[src/rtl/pipe_hazard_ctrl.sv]
// Central stall/flush sequencer for the i2d -> d2a -> a2w in-order pipeline.
// Hazard controls are combinational from the current state and the stage
// inputs, so they act in the same cycle. A small FSM tracks d-cache waits
// with a watchdog. Saturating counters record stall and redirect activity.
module pipe_hazard_ctrl #(
  parameter int REG_ADDR_W  = 4,
  parameter int CNT_W       = 16,
  parameter int MEM_TIMEOUT = 64
) (
  input  logic                  clk,
  input  logic                  n_rst,
  input  logic                  dec_valid,
  input  logic                  dec_rs0_valid,
  input  logic [REG_ADDR_W-1:0] dec_rs0,
  input  logic                  dec_rs1_valid,
  input  logic [REG_ADDR_W-1:0] dec_rs1,
  input  logic                  dec_ps_read,
  input  logic                  act_valid,
  input  logic                  act_reg_write,
  input  logic [REG_ADDR_W-1:0] act_reg_addr,
  input  logic                  act_ps_write,
  input  logic                  act_mem_access,
  input  logic                  act_mem_load,
  input  logic                  dcache_ready,
  input  logic                  act_branch_taken,
  output logic                  pc_stall,
  output logic                  i2d_stall,
  output logic                  i2d_flush,
  output logic                  d2a_stall,
  output logic                  d2a_bubble,
  output logic                  a2w_bubble,
  output logic                  redirect,
  output logic [1:0]            state,
  output logic [CNT_W-1:0]      stall_cycles,
  output logic [CNT_W-1:0]      flush_count,
  output logic                  timeout_err
);

  localparam int WAIT_W = 16;
  localparam logic [WAIT_W-1:0] WAIT_LAST = WAIT_W'(MEM_TIMEOUT - 1);
  localparam logic [WAIT_W-1:0] WAIT_ONE  = WAIT_W'(1);
  localparam logic [CNT_W-1:0]  CNT_MAX   = {CNT_W{1'b1}};
  localparam logic [CNT_W-1:0]  CNT_ONE   = CNT_W'(1);

  typedef enum logic [1:0] {
    ST_RUN      = 2'd0,
    ST_MEM_WAIT = 2'd1,
    ST_ERR      = 2'd2
  } state_e;

  state_e            state_q, state_d;
  logic [WAIT_W-1:0] wait_cnt_q, wait_cnt_d;
  logic              timeout_err_q, timeout_err_d;
  logic [CNT_W-1:0]  stall_cycles_q, stall_cycles_d;
  logic [CNT_W-1:0]  flush_count_q, flush_count_d;

  logic mem_block;
  logic branch_hit;
  logic src_hit;
  logic load_use;
  logic stall_any;

  // Hazard detection terms from the decode and act stages.
  always_comb begin
    mem_block  = act_valid & act_mem_access & ~dcache_ready;
    branch_hit = act_valid & act_branch_taken;
    src_hit    = (act_reg_write &
                  ((dec_rs0_valid & (dec_rs0 == act_reg_addr)) |
                   (dec_rs1_valid & (dec_rs1 == act_reg_addr)))) |
                 (act_ps_write & dec_ps_read);
    load_use   = act_valid & act_mem_load & dcache_ready & dec_valid & src_hit;
  end

  // Prioritised pipeline controls; everything is held low while in reset.
  always_comb begin
    pc_stall   = 1'b0;
    i2d_stall  = 1'b0;
    i2d_flush  = 1'b0;
    d2a_stall  = 1'b0;
    d2a_bubble = 1'b0;
    a2w_bubble = 1'b0;
    redirect   = 1'b0;
    if (n_rst) begin
      if (state_q == ST_ERR || mem_block) begin
        // Freeze the front of the pipe and drain nothing into write-back.
        pc_stall   = 1'b1;
        i2d_stall  = 1'b1;
        d2a_stall  = 1'b1;
        a2w_bubble = 1'b1;
      end else if (branch_hit) begin
        redirect   = 1'b1;
        i2d_flush  = 1'b1;
        d2a_bubble = 1'b1;
      end else if (load_use) begin
        // One bubble; the following cycle forwards the load data from a2w.
        pc_stall   = 1'b1;
        i2d_stall  = 1'b1;
        d2a_bubble = 1'b1;
      end
    end
  end

  // Next-state logic for the d-cache wait FSM and its watchdog.
  always_comb begin
    state_d       = state_q;
    wait_cnt_d    = wait_cnt_q;
    timeout_err_d = timeout_err_q;
    case (state_q)
      ST_RUN: begin
        if (mem_block) begin
          state_d    = ST_MEM_WAIT;
          wait_cnt_d = '0;
        end
      end
      ST_MEM_WAIT: begin
        if (!mem_block) begin
          state_d = ST_RUN;
        end else if (wait_cnt_q == WAIT_LAST) begin
          state_d       = ST_ERR;
          timeout_err_d = 1'b1;
        end else begin
          wait_cnt_d = wait_cnt_q + WAIT_ONE;
        end
      end
      ST_ERR: begin
        state_d = ST_ERR;
      end
      default: begin
        state_d = ST_RUN;
      end
    endcase
  end

  // Saturating performance counter updates.
  always_comb begin
    stall_any      = pc_stall | d2a_stall | a2w_bubble | d2a_bubble;
    stall_cycles_d = stall_cycles_q;
    flush_count_d  = flush_count_q;
    if (stall_any && stall_cycles_q != CNT_MAX) begin
      stall_cycles_d = stall_cycles_q + CNT_ONE;
    end
    if (redirect && flush_count_q != CNT_MAX) begin
      flush_count_d = flush_count_q + CNT_ONE;
    end
  end

  // State, watchdog and counter registers with asynchronous reset.
  always_ff @(posedge clk or negedge n_rst) begin
    if (!n_rst) begin
      state_q        <= ST_RUN;
      wait_cnt_q     <= '0;
      timeout_err_q  <= 1'b0;
      stall_cycles_q <= '0;
      flush_count_q  <= '0;
    end else begin
      state_q        <= state_d;
      wait_cnt_q     <= wait_cnt_d;
      timeout_err_q  <= timeout_err_d;
      stall_cycles_q <= stall_cycles_d;
      flush_count_q  <= flush_count_d;
    end
  end

  assign state        = state_q;
  assign stall_cycles = stall_cycles_q;
  assign flush_count  = flush_count_q;
  assign timeout_err  = timeout_err_q;

endmodule

[config.mk]
export PLATFORM = sky130hd
export DESIGN_NAME = pipe_hazard_ctrl
export DESIGN_NICKNAME = d
export VERILOG_FILES = /design/src/rtl/pipe_hazard_ctrl.sv
export SDC_FILE = /design/constraint.sdc
export NUM_CORES = 1
export LEC_CHECK = 0
export CORE_ASPECT_RATIO = 0.6
export CORE_MARGIN = 3
export CORE_UTILIZATION = 30
export DETAILED_ROUTE_END_ITERATION = 8
export DONT_BUFFER_PORTS = 1
export SLEW_MARGIN = 20
export SYNTH_ARGS = -nofsm -noshare
export SYNTH_HDL_FRONTEND = slang
export SYNTH_SLANG_ARGS = --single-unit
[constraint.sdc]
create_clock -name clk -period 3.4 [get_ports clk]
set_input_delay 0.51 -clock clk [delete_from_list [all_inputs] [get_ports clk]]
set_output_delay 0.51 -clock clk [all_outputs]
set_load 0.02 [all_outputs]
## Word level (Yosys, flattened, before mapping)

Cells that the tools add are included.

| storage, ports and cells | value |
|---|---|
| flip-flop bits (word level) | 51 |
| logic and storage cells | 64 |
| output and inout port bits | 42 |

| cells by class | value |
|---|---|
| equal/unequal tests | 11 |
| $add $sub $neg | 3 |
| bitwise logic cells | 17 |
| reduce and logical (&&, ||, !) cells | 8 |
| muxes and demuxes | 20 |

Operators with widths:

| kind | number |
|---|---|
| 16-bit by 1-bit adder with 16-bit output (second input constant) | 3 |
| 16-bit two-way mux | 3 |
| 16-bit inequality test (second input constant) | 2 |
| 16-bit case mux with 2 select lines | 1 |
| 16-bit by 6-bit == test with 1-bit output (second input constant) | 1 |
| 1-bit two-way mux | 12 |
| 1-bit AND | 11 |
| 4-bit == test | 2 |
| 2-bit two-way mux | 3 |
| 2-bit inequality test (second input constant) | 3 |
| 2-bit case mux with 3 select lines | 1 |
| 1-bit OR | 5 |
| 4-bit AND reduction | 1 |
| 3-bit inequality test (second input constant) | 1 |
| 3-bit AND reduction | 1 |
| 2-bit by 1-bit == test with 1-bit output (second input constant) | 1 |
| 2-bit == test (second input constant) | 1 |
| 1-bit logical AND | 2 |
| 2-bit logical NOT | 1 |
| 2-bit AND reduction | 1 |
| 2-bit nonzero test | 1 |
| 1-bit logical OR | 1 |
| 1-bit inverter | 1 |

## Depth between registers and ports, before layout

| logic depth | value |
|---|---|
| depth after elaboration | 14 |
| depth in mapped cells | 8 |
| mapped depth without buffers | 8 |

## Worst setup path before layout

No wires, ideal clock.

| timing | value |
|---|---|
| path type | register -> output |
| start point | reg state_q[0], in the netlist state[0] |
| end point | out pc_stall |
| arrival | 1,843 ps |
| stages on the path, launching flop included | 5 |
| slack | 1,047 ps |
| path through | dfrtp_1 > nand2b_4 > a21boi_0 > a41o_1 > buf_4 |

| on the way | value |
|---|---|
| word-level cells in the longest chain between the ends | 4 |

Ends and longest elaborated chain:

| item | line | source |
|---|---|---|
| from (decl) | 51 | `state_e state_q, state_d;` |
| from (signal assigned) | 156 | `state_q <= state_d;` |
| 2-bit == test | 84 | `if (state_q == ST_ERR \|\| mem_block) begin` |
| 1-bit logical OR | 84 |  |
| 1-bit two-way mux (2 in series) | n/a |  |
| to (decl) | 26 | `output logic pc_stall,` |

Every way passes these cells.

## Worst setup path after layout

| timing | value |
|---|---|
| start point | reg state_q[0], in the netlist state[0] |
| end point | out i2d_stall |

| on the way | value |
|---|---|
| word-level cells in the longest chain between the ends | 4 |

Ends and longest elaborated chain:

| item | line | source |
|---|---|---|
| 2-bit == test | 84 |  |
| 1-bit logical OR | 84 |  |
| 1-bit two-way mux | 84 |  |
| 1-bit two-way mux | 83 | `if (n_rst) begin` |
| to (decl) | 27 | `output logic i2d_stall,` |

Every way passes these cells.

==> flow_summary.yaml <==
outcome:
  status: "complete, no violations"
grt:
  grt_use_total_pct: 11.5
  grt_pass1_vias: 1827
  overflow: 0
  grt_pass1_wl_um: 9340
  antenna_found_initial: 0
  grt_max_degree: 52
min_path:
  hold_class: "input pin to async pin"
yosys:
  netlist_instances: 269
  yosys_register_bits: 51
  synth_top_area_share_pct: 46.7
  synth_common_cells: "51 x dfrtp_1, 31 x xnor2_1, 30 x nand2_1"
  synth.yosys.seq_area_share_pct: 46.7
  synth_ff_type: "dfrtp_1"
  synth_top_area_cell: "dfrtp_1"
  synth.most_common_cell: "dfrtp_1"
  synth_area_leaders: "dfrtp_1 47%, xnor2_1 9.9%, xor2_1 6.1%"
  synth_nets: 297
  async_flop_share_pct: 100
  synth_edf_count: 0
  synth_cell_types: 43
  synth_area_um2: 2730
  syn_avg_cell_area_um2: 10.2
  synth_warnings: 0
cells_and_area:
  area_delta_synth_final_pct: 11.3
  diodes: 0
  nets: 300
  multi_input_area_um2: 1390
  fillCellCount: 881
  seq_area_um2: 1280
  stdcell_count: 385
  drive_gt1_share_pct: 11.4
place:
  place.gp.congestion: 0.780
  placed_cells_incl_taps: 376
  io_buffers: 0
  hpwlAfterDp_um: 4270
detailed_routing:
  vias: 1902
  initialDrtViolationCount: 99
  wl_um: 5800
  drtPass1Iterations: 4
  drt.antenna.violating_nets: 0
  drc: 0
  wire_per_inst_um: 15.1
  vias_per_cell: 4.94
die:
  design.core.area_um2: 8690
  boundaryPins: 67
  initial_core_util_pct: 31.4
  die_x_um: 129
  die_area_um2: 10300
  std_cell_rows: 26
  dieHeight_um: 79.9
clocking:
  numClockSinks: 51
  clk_pin_slew_ns: 0.07
  htree_levels: 2
  cts_buffer_depth: 2
  cts_tree: "yes"
  insertion_delay_ns: 0.29
  cts-root-buf: "clkbuf_16"
  cts-buffers-inserted: 5
sta:
  post-route-period-util_pct: 69.4
  fin_crit_ns: 2.36
  hold_viol: 0
  clock_skew_ns: 0.00582
  maxSlewHeadroom_pct: 43.3
  max_freq_ghz: 0.424
  tns_ns: 0
  slew_viol_final: 0
  finalSetupViolCount: 0
  rsz0062_at_grt: "no"
  worst_slew_pin_slew_ns: 0.847
pwr:
  power_density_nw_per_um2: 489
  peakVddDrop_uv: 235
  power_leakage_nw: 1.27
setup_path:
  end_kind: "output pin"
  arrival_ns: 1.85
  required_ns: 2.89
  rrSetupSlack_ns: 1.11
  critPathMaxFanout: 7
  critPathLaunchType: "flop"
  worst-setup-path-type: "flop to output pin"
run:
  maxCapViolCount: 0
cell families (layout without fill, tap and decap cells):
family                   Yosys count  after routing  synth area share, %
multiplexers                       3              3                 1.24
buffers and inverters             13             17                 2.29
AND/OR/NAND/NOR                  134            134                 28.0
adder cells (fa/ha/maj)            3              3                 1.37
AO/OA/AOI/OAI                     15             15                 4.35
flip-flops                        51             51                 46.7
XOR/XNOR                          50             50                 16.0
flip-flops by register name, indices dropped and copies added (netlist names):
| signal | cells |
|---|---|
| flush_count | 16 |
| timeout_err | 1 |
| state | 2 |
| wait_cnt_q | 16 |
| stall_cycles | 16 |
power by group:
part           leakage (nW)  total, mW  internal, mW  switching [mW]
Combinational         0.510      0.132        0.0656          0.0663
Sequential            0.675      0.778         0.653           0.125
Clock                0.0838      0.575         0.347           0.227
worst paths after layout:
path / start / endpoint / cells past startpoint
worst max-delay path: state[0] / i2d_stall / 4
worst max register to register: stall_cycles[0] / stall_cycles[1] / 7
min in group clk: n_rst / flush_count[0] / 3
worst min-delay path: n_rst / stall_cycles[12] / 1
worst min register to register: wait_cnt_q[2] / wait_cnt_q[2] / 2
max in group asynchronous: n_rst / flush_count[10] / 1
stage by stage:
stage               utilization (%)  hold WS [ns]  worst slack, ns  total power [mW]  area (µm²)
floorplan                         -         0.214             1.05             0.872        2730
global placement               32.7         0.217             1.21             0.902        2840
detailed placement             32.7         0.217             1.13             0.908        2840
CTS                            35.0        0.0779             1.01              1.51        3040
global route                   35.0        0.0806            0.916              1.56        3040
finish                         35.0        0.0740             1.04              1.49        3040
layout by cell type (no fill, tap or decap), types with 2 or more instances in the layout:
cell,synthesis,layout
a21oi_1,3,3
and2_1,3,3
and3_1,7,7
clkbuf_16,0,5
dfrtp_1,51,51
ha_1,3,3
inv_1,7,7
mux2_2,3,3
nand2_1,30,30
nand3_1,27,27
nand4_1,15,15
nor2_1,21,21
nor2_2,3,3
nor3_1,9,9
nor4_1,2,2
nor4_4,2,2
o21ai_0,4,4
o21ai_2,2,2
xnor2_1,31,31
xor2_1,19,19
per-layer routing:
metal  share of wire, %  track usage (%)  up-vias
li1                   -                -      943
met1                 50             15.6      907
met2                 42             16.1       45
met3                7.2             5.55        7
met4               0.95             3.25        0
met5                  0                0        -
timing repair:
| action | 4_1_cts | 5_1_grt |
|---|---|---|
| setup endpoints to repair | 0 | 0 |
| resized for setup | 0 | 0 |
| hold buffers | 1 | 0 |
| hold endpoints to repair | 51 | 0 |
| buffers inserted | 0 | 0 |
worst max-delay path: stages, from the launching register on:
cell      delay, ns
dfrtp_1        0.53
nand2b_4       0.25
a21boi_0       0.19
buf_4          0.22
a41o_1         0.37
final cells by class:
cell class	instances	area share [%]
clock inverters	3	1.44
repair buffers	2	1.15
well taps	112	4.61
clock buffers	5	4.12
multi-input cells	205	45.8
inverters	7	0.865
flip-flops and latches	51	42.0
Power figures use the tool's default switching activity.
